File: config.mk
export PLATFORM = sky130hd
export DESIGN_NAME = seqdet_stream_ctrl
export DESIGN_NICKNAME = d
export VERILOG_FILES = /design/src/rtl/seqdet_pkg.sv /design/src/rtl/seqdet_pattern_match.sv /design/src/rtl/seqdet_stream_ctrl.sv
export SDC_FILE = /design/constraint.sdc
export NUM_CORES = 1
export LEC_CHECK = 0
export ABC_AREA = 1
export BUFFER_PORTS_ARGS = -buffer_cell sky130_fd_sc_hd__buf_4
export CAP_MARGIN = 10
export CORE_MARGIN = 2
export CORE_UTILIZATION = 55
export DETAILED_ROUTE_END_ITERATION = 10
export GPL_TIMING_DRIVEN = 0
export PLACE_DENSITY = 0.79
export SLEW_MARGIN = 20
export SYNTH_ARGS = -nofsm -noshare
export SYNTH_HDL_FRONTEND = slang
export SYNTH_SLANG_ARGS = --single-unit
File: constraint.sdc
create_clock -name clk -period 2.2 [get_ports clk]
set_input_delay 0.33 -clock clk [delete_from_list [all_inputs] [get_ports clk]]
set_output_delay 0.33 -clock clk [all_outputs]
set_load 0.02 [all_outputs]
File: src/rtl/seqdet_pkg.sv
// Shared state encoding and default widths for the stream-fed sequence detector.
package seqdet_pkg;

  typedef enum logic {
    IDLE  = 1'b0,
    SHIFT = 1'b1
  } state_e;

  localparam int DATA_W_DEF = 8;
  localparam int PAT_W_DEF  = 4;
  localparam int CNT_W_DEF  = 8;

endpackage

File: src/rtl/seqdet_pattern_match.sv
// Moore-style matcher: slides each valid bit into a history window and
// raises a registered one-cycle det once the full window equals the pattern.
module seqdet_pattern_match #(
  parameter int PAT_W = 4
) (
  input  logic             clk,
  input  logic             rst_n,
  input  logic             clr_i,
  input  logic [PAT_W-1:0] pattern_i,
  input  logic             bit_valid_i,
  input  logic             bit_i,
  output logic             det_o
);

  localparam int                SEEN_W    = $clog2(PAT_W + 1);
  localparam logic [SEEN_W-1:0] SEEN_FULL = SEEN_W'(PAT_W);

  logic [PAT_W-1:0]  hist_q, hist_d;
  logic [SEEN_W-1:0] seen_q, seen_d;
  logic              det_q, det_d;

  // seen-count keeps a partially filled window from matching a zero pattern
  always_comb begin
    hist_d = hist_q;
    seen_d = seen_q;
    det_d  = 1'b0;
    if (clr_i) begin
      hist_d = '0;
      seen_d = '0;
    end else if (bit_valid_i) begin
      hist_d = {hist_q[PAT_W-2:0], bit_i};
      if (seen_q != SEEN_FULL) seen_d = seen_q + 1'b1;
      det_d = (seen_d == SEEN_FULL) && (hist_d == pattern_i);
    end
  end

  always_ff @(posedge clk) begin
    if (!rst_n) begin
      hist_q <= '0;
      seen_q <= '0;
      det_q  <= 1'b0;
    end else begin
      hist_q <= hist_d;
      seen_q <= seen_d;
      det_q  <= det_d;
    end
  end

  assign det_o = det_q;

endmodule

File: src/rtl/seqdet_stream_ctrl.sv
// Word-to-bit stream scheduler and config front-end for the pattern matcher,
// with a saturating detection counter and sticky threshold interrupt.
module seqdet_stream_ctrl
  import seqdet_pkg::*;
#(
  parameter int DATA_W = DATA_W_DEF,
  parameter int PAT_W  = PAT_W_DEF,
  parameter int CNT_W  = CNT_W_DEF
) (
  input  logic              clk,
  input  logic              rst_n,
  input  logic              cfg_we,
  input  logic [PAT_W-1:0]  cfg_pattern,
  input  logic [CNT_W-1:0]  cfg_thresh,
  input  logic              in_valid,
  input  logic [DATA_W-1:0] in_data,
  output logic              in_ready,
  output logic              bit_out,
  output logic              bit_valid,
  output logic              det,
  output logic [CNT_W-1:0]  match_cnt,
  output logic              irq,
  input  logic              irq_clr,
  output logic              busy
);

  localparam int               IDX_W    = $clog2(DATA_W);
  localparam logic [IDX_W-1:0] IDX_LAST = IDX_W'(DATA_W - 1);
  localparam logic [CNT_W-1:0] CNT_MAX  = '1;

  state_e             state_q, state_d;
  logic [DATA_W-1:0]  shreg_q, shreg_d;
  logic [IDX_W-1:0]   idx_q, idx_d;
  logic [PAT_W-1:0]   pattern_q, pattern_d;
  logic [CNT_W-1:0]   thresh_q, thresh_d;
  logic [CNT_W-1:0]   cnt_q, cnt_d;
  logic               irq_q, irq_d;
  logic               cfg_take;
  logic               det_w;

  assign cfg_take = cfg_we && (state_q == IDLE);

  // Ready is also offered on the final bit so consecutive words stream gaplessly
  always_comb begin
    state_d   = state_q;
    shreg_d   = shreg_q;
    idx_d     = idx_q;
    in_ready  = 1'b0;
    bit_valid = 1'b0;
    case (state_q)
      IDLE: begin
        in_ready = rst_n;
        if (in_valid && rst_n) begin
          shreg_d = in_data;
          idx_d   = IDX_LAST;
          state_d = SHIFT;
        end
      end
      SHIFT: begin
        bit_valid = 1'b1;
        shreg_d   = shreg_q << 1;
        idx_d     = idx_q - 1'b1;
        if (idx_q == '0) begin
          in_ready = rst_n;
          if (in_valid && rst_n) begin
            shreg_d = in_data;
            idx_d   = IDX_LAST;
          end else begin
            state_d = IDLE;
          end
        end
      end
      default: state_d = IDLE;
    endcase
  end

  // irq fires only on the transition into the threshold, so a pending set beats a clear
  always_comb begin
    pattern_d = pattern_q;
    thresh_d  = thresh_q;
    cnt_d     = cnt_q;
    irq_d     = irq_q;
    if (cfg_take) begin
      pattern_d = cfg_pattern;
      thresh_d  = cfg_thresh;
      cnt_d     = '0;
      irq_d     = 1'b0;
    end else begin
      if (det_w && (cnt_q != CNT_MAX)) cnt_d = cnt_q + 1'b1;
      if ((cnt_d != cnt_q) && (cnt_d == thresh_q) && (thresh_q != '0)) begin
        irq_d = 1'b1;
      end else if (irq_clr) begin
        irq_d = 1'b0;
      end
    end
  end

  always_ff @(posedge clk) begin
    if (!rst_n) begin
      state_q   <= IDLE;
      shreg_q   <= '0;
      idx_q     <= '0;
      pattern_q <= '0;
      thresh_q  <= '0;
      cnt_q     <= '0;
      irq_q     <= 1'b0;
    end else begin
      state_q   <= state_d;
      shreg_q   <= shreg_d;
      idx_q     <= idx_d;
      pattern_q <= pattern_d;
      thresh_q  <= thresh_d;
      cnt_q     <= cnt_d;
      irq_q     <= irq_d;
    end
  end

  seqdet_pattern_match #(
    .PAT_W(PAT_W)
  ) u_match (
    .clk        (clk),
    .rst_n      (rst_n),
    .clr_i      (cfg_take),
    .pattern_i  (pattern_q),
    .bit_valid_i(bit_valid),
    .bit_i      (bit_out),
    .det_o      (det_w)
  );

  assign bit_out   = bit_valid & shreg_q[DATA_W-1];
  assign det       = det_w;
  assign match_cnt = cnt_q;
  assign irq       = irq_q;
  assign busy      = (state_q == SHIFT);

endmodule

==> results.md, run 1 <==
* Overall power at 1680 µW
* Synth Area in Simple Gates at 27.2%
* Initial antenna violation count at 0
* Post-synthesis adder-cell area fraction at 3.03%
* Hold_ws at 0.274 ns
* Area leader, netlist: dfxtp_1
* Worst-path clk slew at 0.08 ns
* Htree depth at 2
* Worst vdd ir at 567 µV
* Netlist cell types at 30
* Worst-path fanout max at 10
* 1st-pass router iterations at 4
* Yosys top cell area share at 38.8%
* Sink Count at 40
* Max-slew headroom at 58.3%
* Die height at 65.3 µm
* Critical Path End Type: flip-flop
* Outcome: completed
* Wirelength per Cell at 11.5 µm
* Number of synthesis warnings at 0
* Crit path buf inv count at 1
* Cts hold-fix bufs at 0
* Top post-synthesis cells by area: dfxtp_1 39%, nand2_1 10%, nand3_1 7.5%
* Max clock buf depth at 2
* Core ar. at 3630 µm²
* Leakage at 0.00118 µW
* Row cnt at 22
* Most common flop cell mapped by yosys: dfxtp_1
* Max Clock Freq at 516 MHz
* Die width at 65.3 µm
* Net count after synthesis at 326
* Root buffer cell: clkbuf_8
* Largest net degree at the start of global routing at 13
* Num ports at 39
* Hold Fails Final Rpt at 0
* Arr. time, crit path at 2.16 ns
* Vias in the first global route at 1820
* Initial Util at 56.8%
* CP startpoint kind: flip-flop
* Design area at 2520 µm²
* Layout fillers at 356
* Fraction of layout cells with a size suffix above 1 at 16.7%
* Sequential area share after synthesis at 38.8%
* Ys async rst share at 0%
* Largest family of logic cells by synthesized area: simple AND/OR/NAND/NOR gates
* Setup TNS at 0 ns
* Complex-gate fraction of the synthesized area at 15.0%
* Most common cell in the netlist: nand2_1
* Critical path, cell by cell: ha_1 -> nand2_1 -> nor2_2 -> nand2_2 -> buf_6 -> nand2_4 -> nand2_1 -> nand3_1 -> nand2_1 -> nor3_2 -> nand3_1 -> a21oi_1
* Synth Register Bits at 40
* Post-Syn Area per Cell at 6.97 µm²
* # resized after CTS at 0
* Final HPWL DP at 3330 µm
* Final worst path period need at 1.94 ns
* Clk_skew at 0.00799 ns
* Dpl ws at 0.235 ns
* Remaining Overflow, GRT at 0
* Worst Max-Slew Pin Slew at 0.624 ns
* Critical path class: flip-flop to flip-flop
* TritonCTS clock tree: built
* Levels on crit path at 12
* Post-route antenna net violation count at 0
* Gr usage total at 23.3%
* Slowest stage delay, CP at 0.41 ns
* Flop-to-flop setup slack at 0.26 ns
* Area Growth Syn to Fin at 22.2%
* Iter 0 DRT Violations at 99
* Post-route DRC at 0
* Nets@finish at 371
* Final Max Tran Viols at 0
* WHS Path Cells at 2
* Cell mode on critical path: nand2_1
* Leading post-synthesis cells by instance count: 55 x nand2_1, 41 x inv_1, 40 x dfxtp_1
* Final Cycle Share at 88.1%
* Worst Hold Class: input port to flip-flop
* DRT Wirelength at 4490 µm
* Num CTS Buffers at 5
* Critical path required time at 2.42 ns
* Post-DP Area at 2410 µm²
* P per Cell Area at 667 nW/µm²
* FF-to-FF path depth at 12
* Setup bufs post-CTS at 0
* Final Setup Violations at 0
* Synthesized instance count at 296
* Slowest stage cell, crit path: dfxtp_1
* Mux contribution to synthesized area at 3.39%
* ANT cells at 0
* Clk_lat worst skew at 0.29 ns
* GPL Wtd Cong at 0.829
* Maxcap violations at 0
* PnR worst setup slack at 0.261 ns
* First-pass GRT wire length at 7770 µm
* Post-synth EDFFs at 0
* RSZ-0062 raised after global routing: false
* Worst path top cell family by delay: simple AND/OR/NAND/NOR gates
* Post-synthesis cell area at 2060 µm²
* XOR/XNOR share of the synthesized area at 2.55%
* DR vias at 2017
* IO buf count at 38
* Vias/cell at 5.17
* Die footprint at 4260 µm²
[kinds of logic (layout without fill, tap and decap cells)]
group           Yosys count  count (layout)
fa+ha+maj                 5               5
buf+inv                  52              98
mux                       7               7
compound gates           58              58
xor+xnor                  6               6
simple gates            128             128
flops                    40              40
[through the flow]
step,cells,util [%]
after floorplan,296,-
after global placement,382,66.3
after detailed placement,382,66.3
after CTS,390,69.3
after global routing,390,69.5
final,390,69.5
[worst paths after layout]
check / endpoint / startpoint
setup / recovery: irq / match_cnt[0]
hold / removal: idx_q[2] / in_valid
setup reg to reg: irq / match_cnt[0]
hold reg to reg: irq / irq
[routing by layer]
layer | track usage (%) | up-vias | wire [µm]
met5 | 0 | - | 0
li1 | - | 1060 | -
met2 | 39.5 | 43 | 2070
met4 | 8.33 | 0 | 84
met1 | 28.9 | 907 | 2120
met3 | 5.48 | 7 | 214
[report_power, final]
group	internal (µW)	leakage, µW	switching (µW)	total [µW]
Combinational	124	0.000798	161	285
Clock	337	0.0000552	256	593
Sequential	775	0.000329	30.6	805
Total	1240	0.00118	448	1680
[area by class of cell]
cell class                      instances  area (µm²)  area share, %
Timing Repair Buffer                   38         285           11.3
Buffer                                 11        55.1           2.18
Tap cell                               48        60.1           2.38
Inverter                               41         154           6.10
Multi-Input combinational cell        204        1060           42.0
Clock buffer                            6        72.6           2.88
Clock inverter                          2        35.0           1.39
Sequential cell                        40         802           31.8
[registers in the layout, indices dropped and copies added (netlist names)]
register	flops
irq	1
u_match.det_o	1
pattern_q	4
idx_q	3
shreg_q	8
u_match.seen_q	3
thresh_q	8
busy	1
match_cnt	8
u_match.hist_q	3
[layout by cell type, fill, tap and decap left out, types with 4 or more instances in the layout]
cell type  instances
a21oi_1           29
buf_4             39
clkbuf_1           7
clkbuf_8           5
dfxtp_1           39
ha_1               5
inv_1             41
mux2i_1            7
nand2_1           55
nand3_1           31
nand4_1            4
nor2_1            26
o21ai_0           24
xor2_1             4
Note: power is estimated with default switching activity, not from simulation.
==> inputs of run 2 (changes only) <==
--- a/config.mk
+++ b/config.mk
@@ -8,11 +8,12 @@
 export ABC_AREA = 1
 export BUFFER_PORTS_ARGS = -buffer_cell sky130_fd_sc_hd__buf_4
 export CAP_MARGIN = 10
+export CORE_ASPECT_RATIO = 0.7
 export CORE_MARGIN = 2
 export CORE_UTILIZATION = 55
 export DETAILED_ROUTE_END_ITERATION = 10
 export GPL_TIMING_DRIVEN = 0
-export PLACE_DENSITY = 0.79
+export PLACE_DENSITY = 0.76
 export SLEW_MARGIN = 20
 export SYNTH_ARGS = -nofsm -noshare
 export SYNTH_HDL_FRONTEND = slang
==> run 2 against run 1 <==
Net effect:
- setup slack got worse by 0.0090 ns
- final area down 0.84%
- register-to-register slack barely moved
- highest routed layer unchanged
==> results.md, run 2 (same netlist as run 1, synthesis figures left out) <==
* Outcome: completed
* Fraction of layout cells with a size suffix above 1 at 15.8% (-0.88 points)
* Final Max Tran Viols at 0 (unchanged)
* Final Setup Violations at 0 (unchanged)
* Cts hold-fix bufs at 0 (unchanged)
* Max clock buf depth at 2 (unchanged)
* Initial Util at 58.0% (+1.2 points)
* Vias in the first global route at 1729 (-5.0%)
* IO buf count at 38 (unchanged)
* Worst Max-Slew Pin Slew at 0.623 ns (-0.00118 ns)
* Wirelength per Cell at 12.1 µm (+5.1%)
* Die footprint at 4270 µm² (+0.19%)
* Internal power at 1150 µW (-6.6%)
* Maxcap violations at 0 (unchanged)
* Critical path required time at 2.42 ns (about the same)
* Critical Path End Type: flip-flop
* P per Cell Area at 638 nW/µm² (-4.3%)
* Highest-count cells in the layout ignoring fill and taps: 55 x nand2_1, 41 x inv_1, 40 x dfxtp_1
* RSZ-0062 raised after global routing: false
* Final Cycle Share at 88.6% (+0.41 points)
* Sw frac at 27.8% (+1.2 points)
* Core ar. at 3560 µm² (-2.1%)
* Fin cells at 392 (+0.51%)
* Post-route antenna net violation count at 0 (unchanged)
* # resized after CTS at 0 (unchanged)
* Critical path class: flip-flop to flip-flop
* Clk network pwr share at 31.6% (-3.6 points)
* Worst-path clk slew at 0.07 ns (about the same)
* Htree depth at 2 (unchanged)
* Num CTS Buffers at 5 (unchanged)
* Worst Hold Class: input port to flip-flop
* Worst vdd ir at 495 µV (-13%)
* Setup bufs post-CTS at 0 (unchanged)
* First-pass GRT wire length at 8030 µm (+3.4%)
* Max-slew headroom at 58.4% (+0.079 points)
* Clk_skew at 0.00196 ns (-0.00603 ns)
* DR vias at 2054 (+1.8%)
* Root buffer cell: clkbuf_8
* Largest net degree at the start of global routing at 12 (-1)
* Final HPWL DP at 3630 µm (+9.1%)
* ANT cells at 0 (unchanged)
* Nets@finish at 371 (unchanged)
* P_sw at 443 µW (-0.93%)
* Vias/cell at 5.24 (+1.3%)
* Most common cell after layout, fill and taps aside: nand2_1
* Logic gate share of total power at 18.1% (+1.2 points)
* Area Growth Syn to Fin at 21.2%
* Num ports at 39 (unchanged)
* CP startpoint kind: flip-flop
* Row cnt at 18 (-18%)
* Die width at 77.2 µm (+18%)
* Remaining Overflow, GRT at 0 (unchanged)
* Final worst path period need at 1.95 ns (+0.00897 ns)
* Setup TNS at 0 ns (unchanged)
* Die height at 55.3 µm (-15%)
* Initial antenna violation count at 0 (unchanged)
* Gr usage total at 23.6% (+0.24 points)
* Worst-path fanout max at 10 (unchanged)
* Arr. time, crit path at 2.16 ns (about the same)
* Post-route DRC at 0 (unchanged)
* Leakage at 0.00117 µW (-0.98%)
* Max Clock Freq at 513 MHz (-0.46%)
* Sequential Power Share at 50.3% (+2.5 points)
* GPL Wtd Cong at 0.859 (+3.7%)
* Iter 0 DRT Violations at 177 (+79%)
* 1st-pass router iterations at 4 (unchanged)
* DRT Wirelength at 4740 µm (+5.6%)
* Hold Fails Final Rpt at 0 (unchanged)
* Clk_lat worst skew at 0.29 ns (about the same)
* TritonCTS clock tree: built
* Placed cells at 384 (+0.52%)
* Sink Count at 40 (unchanged)
## run 2: cell count changes in the layout (fill, tap and decap cells not counted)
| cell | previous run | this run |
|---|---|---|
| bufinv_16 | 1 | 0 |
| clkbuf_1 | 7 | 8 |
| clkbuf_8 | 5 | 6 |
| clkinv_2 | 1 | 0 |
| dfxtp_1 | 39 | 40 |
| dfxtp_2 | 1 | 0 |
| nor3_1 | 3 | 4 |
| nor3_2 | 1 | 0 |
## run 2: critical path: stages, from the launching register on
cell and delay (ns):
dfxtp_1 0.43, ha_1 0.23, nand2_1 0.07, nor2_2 0.16
nand2_2 0.12, buf_6 0.17, nand3_1 0.09, nand2_1 0.08
nand2_1 0.07, nand3_1 0.08, nor3_1 0.15, nand3_1 0.10
a21oi_1 0.13
## run 2: cell type report
class	instances	area, µm²
buffer	11	55.1
fill	325	1060
clock buffer	8	90.1
sequential	40	801
timing repair buffer	38	285
tap	50	62.6
multi-input combinational	204	1050
inverter	41	154
## run 2: final timing paths
| path | from | slack (ns) | depth (start not counted) | to |
|---|---|---|---|---|
| worst max-delay path | match_cnt[1] | 0.25 | 12 | irq |
| worst min-delay path | in_valid | 0.28 | 2 | idx_q[2] |
| worst max register to register | match_cnt[1] | 0.25 | 12 | irq |
| worst min register to register | irq | 0.47 | 2 | irq |
## run 2: power by group through the flow
stage | logic [µW] | clock network, µW | registers, µW
floorplan | 193 | 0 | 816
global placement | 280 | 0 | 819
detailed placement | 287 | 0 | 820
CTS | 288 | 509 | 804
global route | 327 | 546 | 809
finish | 289 | 505 | 804
## run 2: per-stage QoR
step	util (%)	worst slack (ns)	total power (µW)	area (µm²)	hold slack, ns
6_report	70.3	0.252	1600	2500	0.280
5_1_grt	70.3	0.0716	1680	2500	0.285
4_1_cts	70.3	0.297	1600	2500	0.274
3_5_place_dp	67.8	0.321	1110	2410	0.460
3_3_place_gp	67.8	0.354	1100	2410	0.457
2_1_floorplan	-	0.387	1010	2060	0.443
## run 2: layer usage
metal | global-route usage (%) | part of all wire, % | routed length, µm
met3 | 5.23 | 5.8 | 274
met5 | 0 | 0 | 0
met4 | 6.12 | 0.99 | 47
met2 | 31.4 | 40 | 1890
met1 | 37.7 | 53 | 2520
==> inputs of run 3 (changes only) <==
--- a/config.mk
+++ b/config.mk
@@ -6,6 +6,7 @@
 export NUM_CORES = 1
 export LEC_CHECK = 0
 export ABC_AREA = 1
+export ABC_CLOCK_PERIOD_IN_PS = 2200
 export BUFFER_PORTS_ARGS = -buffer_cell sky130_fd_sc_hd__buf_4
 export CAP_MARGIN = 10
 export CORE_ASPECT_RATIO = 0.7
@@ -14,6 +15,7 @@
 export DETAILED_ROUTE_END_ITERATION = 10
 export GPL_TIMING_DRIVEN = 0
 export PLACE_DENSITY = 0.76
+export REMOVE_ABC_BUFFERS = 1
 export SLEW_MARGIN = 20
 export SYNTH_ARGS = -nofsm -noshare
 export SYNTH_HDL_FRONTEND = slang
==> run 3 against run 2 <==
Net effect:
- non-clock buffer count fell by 11
- critical endpoint unchanged
- largest cell class unchanged
- wire length fell by 5.8%
- count of clock-buffer cells in the layout fell by 1
- global-route usage fell by 1.3 points
==> results.md, run 3 (same netlist as run 1, synthesis figures left out) <==
* Outcome: completed
* Max clock buf depth at 2 (unchanged)
* TritonCTS clock tree: built
* Storage element area at 802 µm² (+0.16%)
* Worst-path fanout max at 14 (+4)
* Root buffer cell: clkbuf_8
* Vias in the first global route at 1715 (-0.81%)
* Critical path class: flip-flop to flip-flop
* Worst-path clk slew at 0.08 ns (about the same)
* Post-route antenna net violation count at 0 (unchanged)
* Num ports at 39 (unchanged)
* Num CTS Buffers at 5 (unchanged)
* Die height at 55.3 µm (unchanged)
* Leakage at 0.00118 µW (+0.83%)
* Final worst path period need at 1.97 ns (+0.0209 ns)
* Cts hold-fix bufs at 0 (unchanged)
* Final HPWL DP at 3290 µm (-9.5%)
* Post-DP Area at 2360 µm² (-2.3%)
* Placed cells at 373 (-2.9%)
* Sink Count at 40 (unchanged)
* Layout fillers at 337 (+3.7%)
* Critical path required time at 2.43 ns (about the same)
* DR vias at 1951 (-5.0%)
* Worst Hold Class: input port to flip-flop
* Largest net degree at the start of global routing at 24 (+12)
* Worst vdd ir at 472 µV (-4.7%)
* Multi-input gate area at 1070 µm² (+1.7%)
* Overall power at 1730 µW (+8.4%)
* # resized after CTS at 1 (+1)
* Gr usage total at 22.2% (-1.3 points)
* Clk_lat worst skew at 0.29 ns (about the same)
* Max Clock Freq at 508 MHz (-1.1%)
* Top sig layer: met4
* Maxcap violations at 0 (unchanged)
* Fin cells at 381 (-2.8%)
* Setup bufs post-CTS at 0 (unchanged)
* Vias/cell at 5.12 (-2.3%)
* DRT Wirelength at 4460 µm (-5.8%)
* RSZ-0062 raised after global routing: false
* Initial antenna violation count at 0 (unchanged)
* Fraction of layout cells with a size suffix above 1 at 16.3% (+0.52 points)
* Critical Path End Type: flip-flop
* Area Growth Syn to Fin at 21.2% (unchanged)
* Htree depth at 2 (unchanged)
* P per Cell Area at 692 nW/µm² (+8.4%)
* Wirelength per Cell at 11.7 µm (-3.1%)
* GPL Wtd Cong at 0.866 (+0.78%)
* IO buf count at 38 (unchanged)
* Met1 Wirelength at 2350 µm (-6.9%)
* Die width at 77.2 µm (unchanged)
* Core ar. at 3560 µm² (unchanged)
* Met2 wire length at 1810 µm (-4.5%)
* Max-slew headroom at 59.8% (+1.5 points)
* Remaining Overflow, GRT at 0 (unchanged)
* Wire length on met3 at 260 µm (-5.1%)
* Initial Util at 58.0% (unchanged)
* Worst Max-Slew Pin Slew at 0.601 ns (-0.0219 ns)
* Highest-count cells in the layout ignoring fill and taps: 54 x nand2_1, 41 x inv_1, 39 x dfxtp_1
* Final Cycle Share at 89.5% (+0.95 points)
* Arr. time, crit path at 2.19 ns (+0.03 ns)
* Most common cell after layout, fill and taps aside: nand2_1
* Iter 0 DRT Violations at 105 (-41%)
* Clk_skew at 0.00478 ns (+0.00282 ns)
* Die footprint at 4270 µm² (unchanged)
* Hold Fails Final Rpt at 0 (unchanged)
* Final Setup Violations at 0 (unchanged)
* ANT cells at 0 (unchanged)
* Post-route DRC at 0 (unchanged)
* Nets@finish at 360 (-3.0%)
* 1st-pass router iterations at 4 (unchanged)
* Final Max Tran Viols at 0 (unchanged)
* Design area at 2500 µm² (unchanged)
* First-pass GRT wire length at 7700 µm (-4.1%)
* CP startpoint kind: flip-flop
* Row cnt at 18 (unchanged)
==> run 3: worst paths after layout <==
| check | start | to | slack [ns] | cells after the start |
|---|---|---|---|---|
| worst min register to register | shreg_q[0] | shreg_q[0] | 0.47 | 2 |
| worst max-delay path | match_cnt[0] | irq | 0.23 | 12 |
| worst min-delay path | in_valid | busy | 0.27 | 3 |
| worst max register to register | match_cnt[0] | irq | 0.23 | 12 |
==> run 3: cell type report <==
| cell class | instances | area share, % |
|---|---|---|
| multi-input combinational | 204 | 42.9 |
| sequential | 40 | 32.0 |
| timing repair buffer | 38 | 11.4 |
| inverter | 41 | 6.15 |
| clock buffer | 7 | 3.85 |
| tap | 50 | 2.50 |
| clock inverter | 1 | 1.20 |
==> run 3: worst max-delay path, stage by stage (launching register included) <==
cell and delay (ns):
dfxtp_1 0.43, ha_1 0.23, nand2_1 0.10, nor2_4 0.16
nand2_4 0.15, nand2_2 0.15, inv_1 0.10, nand3_1 0.09
and2_1 0.15, nor2_1 0.04, nor2_1 0.10, nand3_1 0.08
a21oi_1 0.12
==> run 3: power by group <==
part	switching, µW	internal (µW)
sequential	35.0	775
clock	255	400
combinational	151	117
==> run 3: layer usage <==
| metal | global-route usage (%) | vias up |
|---|---|---|
| met4 | 5.87 | 0 |
| met3 | 6.86 | 6 |
| met2 | 31.9 | 48 |
| met5 | 0 | - |
| li1 | - | 1037 |
| met1 | 32.4 | 860 |
==> run 3: stage by stage <==
| step | util [%] | setup TNS [ns] | hold WS (ns) | setup WS [ns] |
|---|---|---|---|---|
| after floorplan | - | 0 | 0.443 | 0.149 |
| after global placement | 66.2 | -0.0611 | 0.453 | -0.0340 |
| after detailed placement | 66.2 | -0.0896 | 0.456 | -0.0464 |
| after CTS | 69.9 | 0 | 0.260 | 0.127 |
| after global routing | 70.3 | 0 | 0.269 | 0.00599 |
| final | 70.3 | 0 | 0.272 | 0.231 |
